## config.mk

```make
export PLATFORM = sky130hd
export DESIGN_NAME = obi_wb_bridge
export DESIGN_NICKNAME = d
export VERILOG_FILES = /design/src/rtl/obi_wb_pkg.sv /design/src/rtl/obi_wb_bridge_rr_arbiter.sv /design/src/rtl/obi_wb_bridge.sv
export SDC_FILE = /design/constraint.sdc
export NUM_CORES = 1
export LEC_CHECK = 0
export CORE_MARGIN = 2
export CORE_UTILIZATION = 37
export DETAILED_ROUTE_END_ITERATION = 8
export HOLD_SLACK_MARGIN = 0.05
export PLACE_DENSITY = 0.9
export SLEW_MARGIN = 0
export SYNTH_ARGS = -nofsm -noshare
export SYNTH_HDL_FRONTEND = slang
export SYNTH_SLANG_ARGS = --single-unit
```

## constraint.sdc

```tcl
create_clock -name clk -period 1.4 [get_ports clk]
set_input_delay 0.28 -clock clk [delete_from_list [all_inputs] [get_ports clk]]
set_output_delay 0.28 -clock clk [all_outputs]
set_load 0.1 [all_outputs]
```

## src/rtl/obi_wb_pkg.sv

```systemverilog
// Shared types and helpers for the OBI-to-Wishbone bridge.
package obi_wb_pkg;

    typedef enum logic [1:0] {
        IDLE = 2'd0,
        BUS  = 2'd1,
        RESP = 2'd2
    } state_e;

    localparam int unsigned OBI_ADDR_W = 32;
    localparam int unsigned OBI_DATA_W = 32;
    localparam int unsigned OBI_BE_W   = OBI_DATA_W / 8;

    // Default-width OBI address-phase bundle.
    typedef struct packed {
        logic [OBI_ADDR_W-1:0] addr;
        logic                  we;
        logic [OBI_BE_W-1:0]   be;
        logic [OBI_DATA_W-1:0] wdata;
    } obi_req_t;

    // Width of a port index; at least one bit even for a single port.
    function automatic int unsigned port_idx_w(input int unsigned n);
        return (n <= 1) ? 1 : $clog2(n);
    endfunction

endpackage

```

## src/rtl/obi_wb_bridge_rr_arbiter.sv

```systemverilog
// Round-robin arbiter: one-hot grant among N requesters, priority starting
// at the port after the last accepted one. Pointer moves only on accept.
module rr_arbiter
    import obi_wb_pkg::*;
#(
    parameter int unsigned N = 2
) (
    input  logic                     clk,
    input  logic                     rst_n,
    input  logic [N-1:0]             req,
    input  logic                     accept,
    output logic [N-1:0]             gnt,
    output logic [port_idx_w(N)-1:0] idx
);

    localparam int unsigned IW = port_idx_w(N);

    logic [IW-1:0] last;
    logic [IW-1:0] cand;
    logic          found;

    // Scan ports last+1, last+2, ... (wrapping) and pick the first requester.
    always_comb begin
        gnt   = '0;
        idx   = '0;
        found = 1'b0;
        cand  = '0;
        for (int unsigned k = 1; k <= N; k++) begin
            cand = IW'((32'(last) + k) % N);
            if (!found && req[cand]) begin
                found     = 1'b1;
                gnt[cand] = 1'b1;
                idx       = cand;
            end
        end
    end

    // Last-granted pointer; reset to N-1 so port 0 has first priority.
    always_ff @(posedge clk) begin
        if (!rst_n) begin
            last <= IW'(N - 1);
        end else if (accept) begin
            last <= idx;
        end
    end

endmodule

```

## src/rtl/obi_wb_bridge.sv

```systemverilog
// OBI (NUM_PORTS slave ports) to classic Wishbone master bridge.
// Round-robin arbitration, one outstanding transfer, rvalid one cycle after
// the Wishbone ack/err. Optional Wishbone wait timeout: OBI_WB_TIMEOUT_EN.
module obi_wb_bridge
    import obi_wb_pkg::*;
#(
    parameter int unsigned ADDR_WIDTH     = 32,
    parameter int unsigned DATA_WIDTH     = 32,
    parameter int unsigned NUM_PORTS      = 2,
    parameter int unsigned TIMEOUT_CYCLES = 255
) (
    input  logic                                clk,
    input  logic                                rst_n,
    input  logic [NUM_PORTS-1:0]                obi_req_i,
    output logic [NUM_PORTS-1:0]                obi_gnt_o,
    input  logic [NUM_PORTS*ADDR_WIDTH-1:0]     obi_addr_i,
    input  logic [NUM_PORTS-1:0]                obi_we_i,
    input  logic [NUM_PORTS*DATA_WIDTH/8-1:0]   obi_be_i,
    input  logic [NUM_PORTS*DATA_WIDTH-1:0]     obi_wdata_i,
    output logic [NUM_PORTS-1:0]                obi_rvalid_o,
    output logic [DATA_WIDTH-1:0]               obi_rdata_o,
    output logic                                obi_err_o,
    output logic                                wb_cyc_o,
    output logic                                wb_stb_o,
    output logic                                wb_we_o,
    output logic [DATA_WIDTH/8-1:0]             wb_sel_o,
    output logic [ADDR_WIDTH-1:0]               wb_adr_o,
    output logic [DATA_WIDTH-1:0]               wb_dat_o,
    input  logic [DATA_WIDTH-1:0]               wb_dat_i,
    input  logic                                wb_ack_i,
    input  logic                                wb_err_i
);

    localparam int unsigned BE_WIDTH = DATA_WIDTH / 8;
    localparam int unsigned IW       = port_idx_w(NUM_PORTS);

    // Address-phase bundle sized by this instance's parameters.
    typedef struct packed {
        logic [ADDR_WIDTH-1:0] addr;
        logic                  we;
        logic [BE_WIDTH-1:0]   be;
        logic [DATA_WIDTH-1:0] wdata;
    } req_t;

    state_e         state, state_next;
    logic [NUM_PORTS-1:0] arb_gnt;
    logic [IW-1:0]  arb_idx;
    logic [IW-1:0]  owner;
    logic           accept;
    logic           done;
    logic           timeout_hit;
    req_t           winner;

    rr_arbiter #(
        .N (NUM_PORTS)
    ) u_arb (
        .clk    (clk),
        .rst_n  (rst_n),
        .req    (obi_req_i),
        .accept (accept),
        .gnt    (arb_gnt),
        .idx    (arb_idx)
    );

    // Select the arbitration winner's address-phase fields.
    always_comb begin
        winner.addr  = obi_addr_i[arb_idx*ADDR_WIDTH +: ADDR_WIDTH];
        winner.we    = obi_we_i[arb_idx];
        winner.be    = obi_be_i[arb_idx*BE_WIDTH +: BE_WIDTH];
        winner.wdata = obi_wdata_i[arb_idx*DATA_WIDTH +: DATA_WIDTH];
    end

`ifdef OBI_WB_TIMEOUT_EN
    localparam int unsigned TO_W_RAW = $clog2(TIMEOUT_CYCLES + 1);
    localparam int unsigned TO_W     = (TO_W_RAW < 8) ? 8 : ((TO_W_RAW > 16) ? 16 : TO_W_RAW);

    logic [TO_W-1:0] to_cnt;

    // Wait counter: cleared on every grant, counts cycles spent in BUS.
    always_ff @(posedge clk) begin
        if (!rst_n) begin
            to_cnt <= '0;
        end else if (accept) begin
            to_cnt <= '0;
        end else if (state == BUS) begin
            to_cnt <= to_cnt + 1'b1;
        end
    end

    assign timeout_hit = (state == BUS) && !wb_ack_i && !wb_err_i
                         && (to_cnt == TO_W'(TIMEOUT_CYCLES - 1));
`else
    assign timeout_hit = 1'b0;
`endif

    assign done = wb_ack_i | wb_err_i | timeout_hit;

    // State register.
    always_ff @(posedge clk) begin
        if (!rst_n) begin
            state <= IDLE;
        end else begin
            state <= state_next;
        end
    end

    // Next state and grant: grants only when no Wishbone cycle is in flight.
    always_comb begin
        state_next = state;
        obi_gnt_o  = '0;
        accept     = 1'b0;
        case (state)
            IDLE, RESP: begin
                obi_gnt_o  = arb_gnt;
                accept     = |arb_gnt;
                state_next = accept ? BUS : IDLE;
            end
            BUS: begin
                if (done) begin
                    state_next = RESP;
                end
            end
            default: state_next = IDLE;
        endcase
    end

    // Wishbone request registers and captured response.
    always_ff @(posedge clk) begin
        if (!rst_n) begin
            owner       <= '0;
            wb_cyc_o    <= 1'b0;
            wb_stb_o    <= 1'b0;
            wb_we_o     <= 1'b0;
            wb_sel_o    <= '0;
            wb_adr_o    <= '0;
            wb_dat_o    <= '0;
            obi_rdata_o <= '0;
            obi_err_o   <= 1'b0;
        end else if (accept) begin
            owner    <= arb_idx;
            wb_cyc_o <= 1'b1;
            wb_stb_o <= 1'b1;
            wb_we_o  <= winner.we;
            wb_sel_o <= winner.be;
            wb_adr_o <= winner.addr;
            wb_dat_o <= winner.wdata;
        end else if ((state == BUS) && done) begin
            wb_cyc_o    <= 1'b0;
            wb_stb_o    <= 1'b0;
            obi_err_o   <= wb_err_i | timeout_hit;
            obi_rdata_o <= (wb_err_i || timeout_hit || wb_we_o) ? '0 : wb_dat_i;
        end
    end

    // Response valid pulse to the owning port during RESP.
    always_comb begin
        obi_rvalid_o = '0;
        if (state == RESP) begin
            obi_rvalid_o[owner] = 1'b1;
        end
    end

endmodule

```

**After elaboration in Yosys (flattened, before gate mapping)**

Cells that the tools add are included.

- Equal/unequal tests: 3
- Div/mod/pow operators: 0
- Reductions and logical operators: 12
- Mux-type cells: 26
- Shift-type cells: 3
- $lt $le $gt $ge: 7
- Bitwise logic cells: 3
- Multiply operators: 0
- Add/sub/neg operators: 2

Operators with widths:

| cell | count |
|---|---|
| $shiftx 64x7->32 | 2 |
| $mux 32 | 1 |
| $mux 1 | 16 |
| $mux 2 | 5 |
| $lt 1x2->1 const B | 4 |
| $shiftx 8x4->4 | 1 |
| $logic_and 1x1->1 | 5 |
| $pmux 2 s2 | 1 |
| $reduce_or 2->1 | 2 |
| $demux 1 s1 | 3 |
| $ge 1x1->1 const B | 3 |
| $add 1x1->1 const B | 2 |
| $eq 2x1->1 const B | 1 |
| $eq 2x2->1 const B | 1 |
| $logic_not 2->1 | 1 |
| $ne 2x2->1 const B | 1 |
| $or 2x2->2 | 1 |
| $reduce_and 2->1 | 1 |
| $reduce_bool 2->1 | 1 |
| $logic_not 1->1 | 1 |
| $logic_or 1x1->1 | 1 |
| $not 1->1 | 1 |
| $or 1x1->1 | 1 |

- Input bits: 176
- Memory bits (writable): 0
- Register bits after elaboration: 107
- Memories kept: 0
- Latch bits: 0
- Bits in read-only memories: 0

**Longest topological paths before layout**

- Depth in word-level cells: 12
- Gate-level depth with buffers: 5

**Hierarchy**

Synthesis repeated with hierarchy kept, for this count alone.

- Cell total of the unflattened synthesis: 415
- Area, all modules: 4370.4 µm²

By module, submodules not included:

| module | times used | area an instance (µm²) | cells an instance |
|---|---|---|---|
| obi_wb_bridge | 1 | 4301.6 | 407 |
| rr_arbiter | 1 | 68.8 | 8 |

**Worst setup path after synthesis**

No wires, ideal clock.

- Path type: register -> output
- Start: register state[0]
- End: output port obi_rvalid_o[0]
- Cell stages (with the launch flop): 2
- Path slack: -1.454 ns
- Arrival: 2.574 ns
- Cells stage by stage: dfxtp_1 > nor3b_1

- Word-level cells in the longest chain between the ends: 2

RTL lines:

| item | RTL line | RTL |
|---|---|---|
| start, declared | obi_wb_bridge.sv:45 | `state_e state, state_next;` |
| start signal, assigned | obi_wb_bridge.sv:103 | `state <= state_next;` |
| $eq 2x2->1 | obi_wb_bridge.sv:158 | `if (state == RESP) begin` |
| $mux 2 | obi_wb_bridge.sv:158 |  |
| end, declared | obi_wb_bridge.sv:20 | `output logic [NUM_PORTS-1:0] obi_rvalid_o,` |

Every way passes these cells.

**Final worst setup path**

- Start: register u_arb.last
- End: output port obi_gnt_o[1]

- Word-level cells in the longest chain between the ends: 9
- Elaborated cells on any way between the ends: 23
- Classes of those cells: add/sub: 2; order compare: 4; mux: 12; bitwise: 1; reduce/logical: 4

RTL lines:

| item | RTL line | RTL |
|---|---|---|
| start, declared | obi_wb_bridge_rr_arbiter.sv:18 | `logic [IW-1:0] last;` |
| start signal, assigned | obi_wb_bridge_rr_arbiter.sv:41 | `last <= IW'(N - 1);` |
| start signal, assigned | obi_wb_bridge_rr_arbiter.sv:43 | `last <= idx;` |
| $add 1x1->1 | obi_wb_bridge_rr_arbiter.sv:29 | `cand = IW'((32'(last) + k) % N);` |
| $lt 1x2->1 (implied by the code) / $ge 1x1->1 (equally long branches) | obi_wb_bridge_rr_arbiter.sv:32 | `gnt[cand] = 1'b1;` |
| $logic_and 1x1->1 (implied by the code) | obi_wb_bridge_rr_arbiter.sv:32 |  |
| $mux 1 (implied by the code) | obi_wb_bridge_rr_arbiter.sv:32 |  |
| $demux 1 s1 | - |  |
| $mux 2 | obi_wb_bridge_rr_arbiter.sv:30 | `if (!found && req[cand]) begin` |
| $or 2x2->2 (no source line) | - |  |
| $mux 2 (*) | obi_wb_bridge_rr_arbiter.sv:30 |  |
| $mux 2 (*) | obi_wb_bridge.sv:112 | `case (state)` |
| end, declared | obi_wb_bridge.sv:15 | `output logic [NUM_PORTS-1:0] obi_gnt_o,` |

Every way passes the cells marked *; elsewhere a longest branch is shown, timed or not. The select of a mux whose other input is x is not followed.

==> reports/metrics.csv <==
metric;value;unit
Vias/cell;5.51;
I/O pins;284;
Site Rows;40;
# nets final;1015;
CP top delay family;flip-flops;
vias in the first global route;5634;
top cells by count, synth;138 x a21oi_1, 107 x dfxtp_1, 97 x o21ai_0;
Placer Congestion;0.866;
max-slew violation count;0;
worst path buffer plus inverter count;1;
total track usage;27.6;%
Post-synth ARST share;0;%
Die W;114;µm
area share of the largest cell type after synthesis;47.5;%
RSZ-0062 raised after global routing;true;
Fmax achieved;0.661;GHz
CTS tree;built;
final setup TNS;-0.242;ns
syn avg cell area;7.96;µm²
clock-pin slew on the worst setup and hold paths;0.07;ns
overflow left after global routing;0;
Detailed Route WL;18300;µm
Syn. warnings;0;
die area;13100;µm²
element type at the critical path end;output pin;
Post-synth top flop;dfxtp_1;
DRT Pass-1 Iters;7;
Max VDD drop;0.695;mV
status;finished, violations left;
slowest stage delay, CP;0.36;ns
Cell Area, Synth;4510;µm²
diode count;0;
DP HPWL;13000;µm
syn_nets;742;
antenna violations before repair;0;
Remaining DRCs;0;
sequential share of the synthesized area;47.5;%
most common cell in the netlist;a21oi_1;
CTS max path bufs;2;
Area Growth Syn to Fin;103;%
failing checks;setup timing;
DR vias;5458;
Crit-path slowest cell;dfxtp_4;
hold_buf cts;0;
max_cap viols;0;
Yosys top cell by area;dfxtp_1;
Setup-failing EPs final;4;
Worst slew margin;79.0;%
CTS root buf;clkbuf_16;
Data arrival, critical path;1.23;ns
Multi-input gate area;2140;µm²
main area contributors after synthesis;dfxtp_1 48%, a21oi_1 15%, o21ai_0 11%;
Sequential Area;2150;µm²
Post-Syn Instances;566;
Post-DRT Antenna Nets;0;
maximum fanout along the worst path;3;
die height;114;µm
Setup WS post-layout;-0.114;ns
P_leak;3.60;nW
largest net degree at the start of global routing;63;
global-route wire length before repair;28500;µm
Setup Crit Path Kind;flip-flop to output pin;
Tmin final;1.51;ns
Clock Sinks;107;
Yosys cell types;29;
fraction of layout cells with a size suffix above 1;21.1;%
WL/cell;18.4;µm
effective utilization at floorplan;37.7;%
CORE AREA;12000;µm²
pre-CTS setup slack;-0.397;ns
Port Buf Inserts;283;
Fin. Hold Viols;0;
P per Cell Area;1160;nW/µm²
Tcrit/Tclk final;108;%
H-tree Lvls;3;
Crit path required time;1.12;ns
Slew @ Worst Pin;0.315;ns
clock latency at the later pin of the worst-skew pair;0.34;ns
DR iter-0 viols;522;
cts bufs inserted;9;
#FFs+latches synth;107;
Worst Skew;0.00547;ns
layout filler cell count;735;
Hold Crit Class;input pin to flip-flop;
number of synthesized flops with an enable pin;0;
Startpoint Class;flip-flop;
crit path cell chain;a21bo_4, nor2_4, buf_12;
==> metrics by stage <==
| stage | hold slack, ns | cells | power, mW | util (%) | area (µm²) |
|---|---|---|---|---|---|
| after floorplan | 0.407 | 566 | 6.00 | - | 4550 |
| after global placement | 0.493 | 966 | 7.93 | 72.8 | 8710 |
| after detailed placement | 0.501 | 966 | 8.00 | 72.8 | 8710 |
| after CTS | 0.337 | 985 | 10.6 | 75.8 | 9070 |
| after global routing | 0.381 | 991 | 11.0 | 76.5 | 9150 |
| final | 0.361 | 991 | 10.7 | 76.5 | 9150 |
==> worst reg2reg max path, cell delays in order (launching register included) <==
cell and delay, ns:
dfxtp_4 0.38, buf_4 0.15, o21ba_4 0.26, buf_6 0.13, clkbuf_16 0.15, o21ai_0 0.08
a21oi_1 0.15
==> placed cells by master (no fill, tap or decap), types with 2 or more instances in the layout <==
cell	count
nand2_1	71
o21ai_0	89
a21boi_0	5
o21ai_1	15
clkbuf_1	3
clkbuf_8	3
buf_6	3
a21boi_1	29
o21a_1	2
dfxtp_2	4
clkdlybuf4s50_1	172
dfxtp_1	101
clkbuf_16	11
a21oi_1	138
nor2_1	2
buf_4	23
dlygate4sd2_1	2
nor2_4	2
buf_12	118
dfxtp_4	2
nand4_1	32
==> kinds of logic after synthesis <==
| logic type | Yosys count | synth area share [%] |
|---|---|---|
| AO/OA/AOI/OAI | 283 | 34.0 |
| flip-flops | 107 | 47.5 |
| buffers and inverters | 59 | 6.30 |
| AND/OR/NAND/NOR | 117 | 12.2 |
==> per-layer routing <==
metal  GRT usage, %  share of wire [%]  routed length, µm  vias up
met1           31.2                 38               6870     2586
met2           46.9                 50               9190      252
met3           7.25                7.3               1330       62
li1               -                  -                  -     2558
met4           15.9                4.8                879        0
met5              0                  0                  0        -
==> state kept, by name, indices dropped and copies added, names as in the netlist <==
register,flops
owner,1
wb_we_o,1
wb_stb_o,1
obi_rdata_o,32
wb_sel_o,4
obi_err_o,1
u_arb.last,1
state,2
wb_adr_o,32
wb_dat_o,32
==> power by group <==
group          total [mW]  switching, mW  internal (mW)
combinational        4.46           2.68           1.78
sequential           3.57          0.275           3.30
clock                2.62           1.09           1.54
total                10.7           4.04           6.62
==> final timing paths <==
path                                      start               to  slack [ns]  depth (start not counted)
worst max register to register         state[0]     wb_dat_o[28]        0.05                          6
worst max-delay path                 u_arb.last     obi_gnt_o[1]       -0.11                          3
worst min-delay path                      rst_n       u_arb.last        0.36                          3
worst min register to register  obi_rdata_o[13]  obi_rdata_o[13]        0.51                          2
==> layout make-up <==
cell class	count	share of cell area, %
repair buffers	321	47.7
flip-flops and latches	107	23.5
multi-input cells	400	23.4
clock buffers	15	3.03
well taps	147	2.01
clock inverters	1	0.328
==> timing repair <==
item / CTS / global route
cloned: 0 / 2
setup endpoints to repair: 20 / 7
gates resized for setup: 10 / 10
setup buffers: 3 / 4
pin swaps: 2 / 0
(Power assumes the default switching activity.)
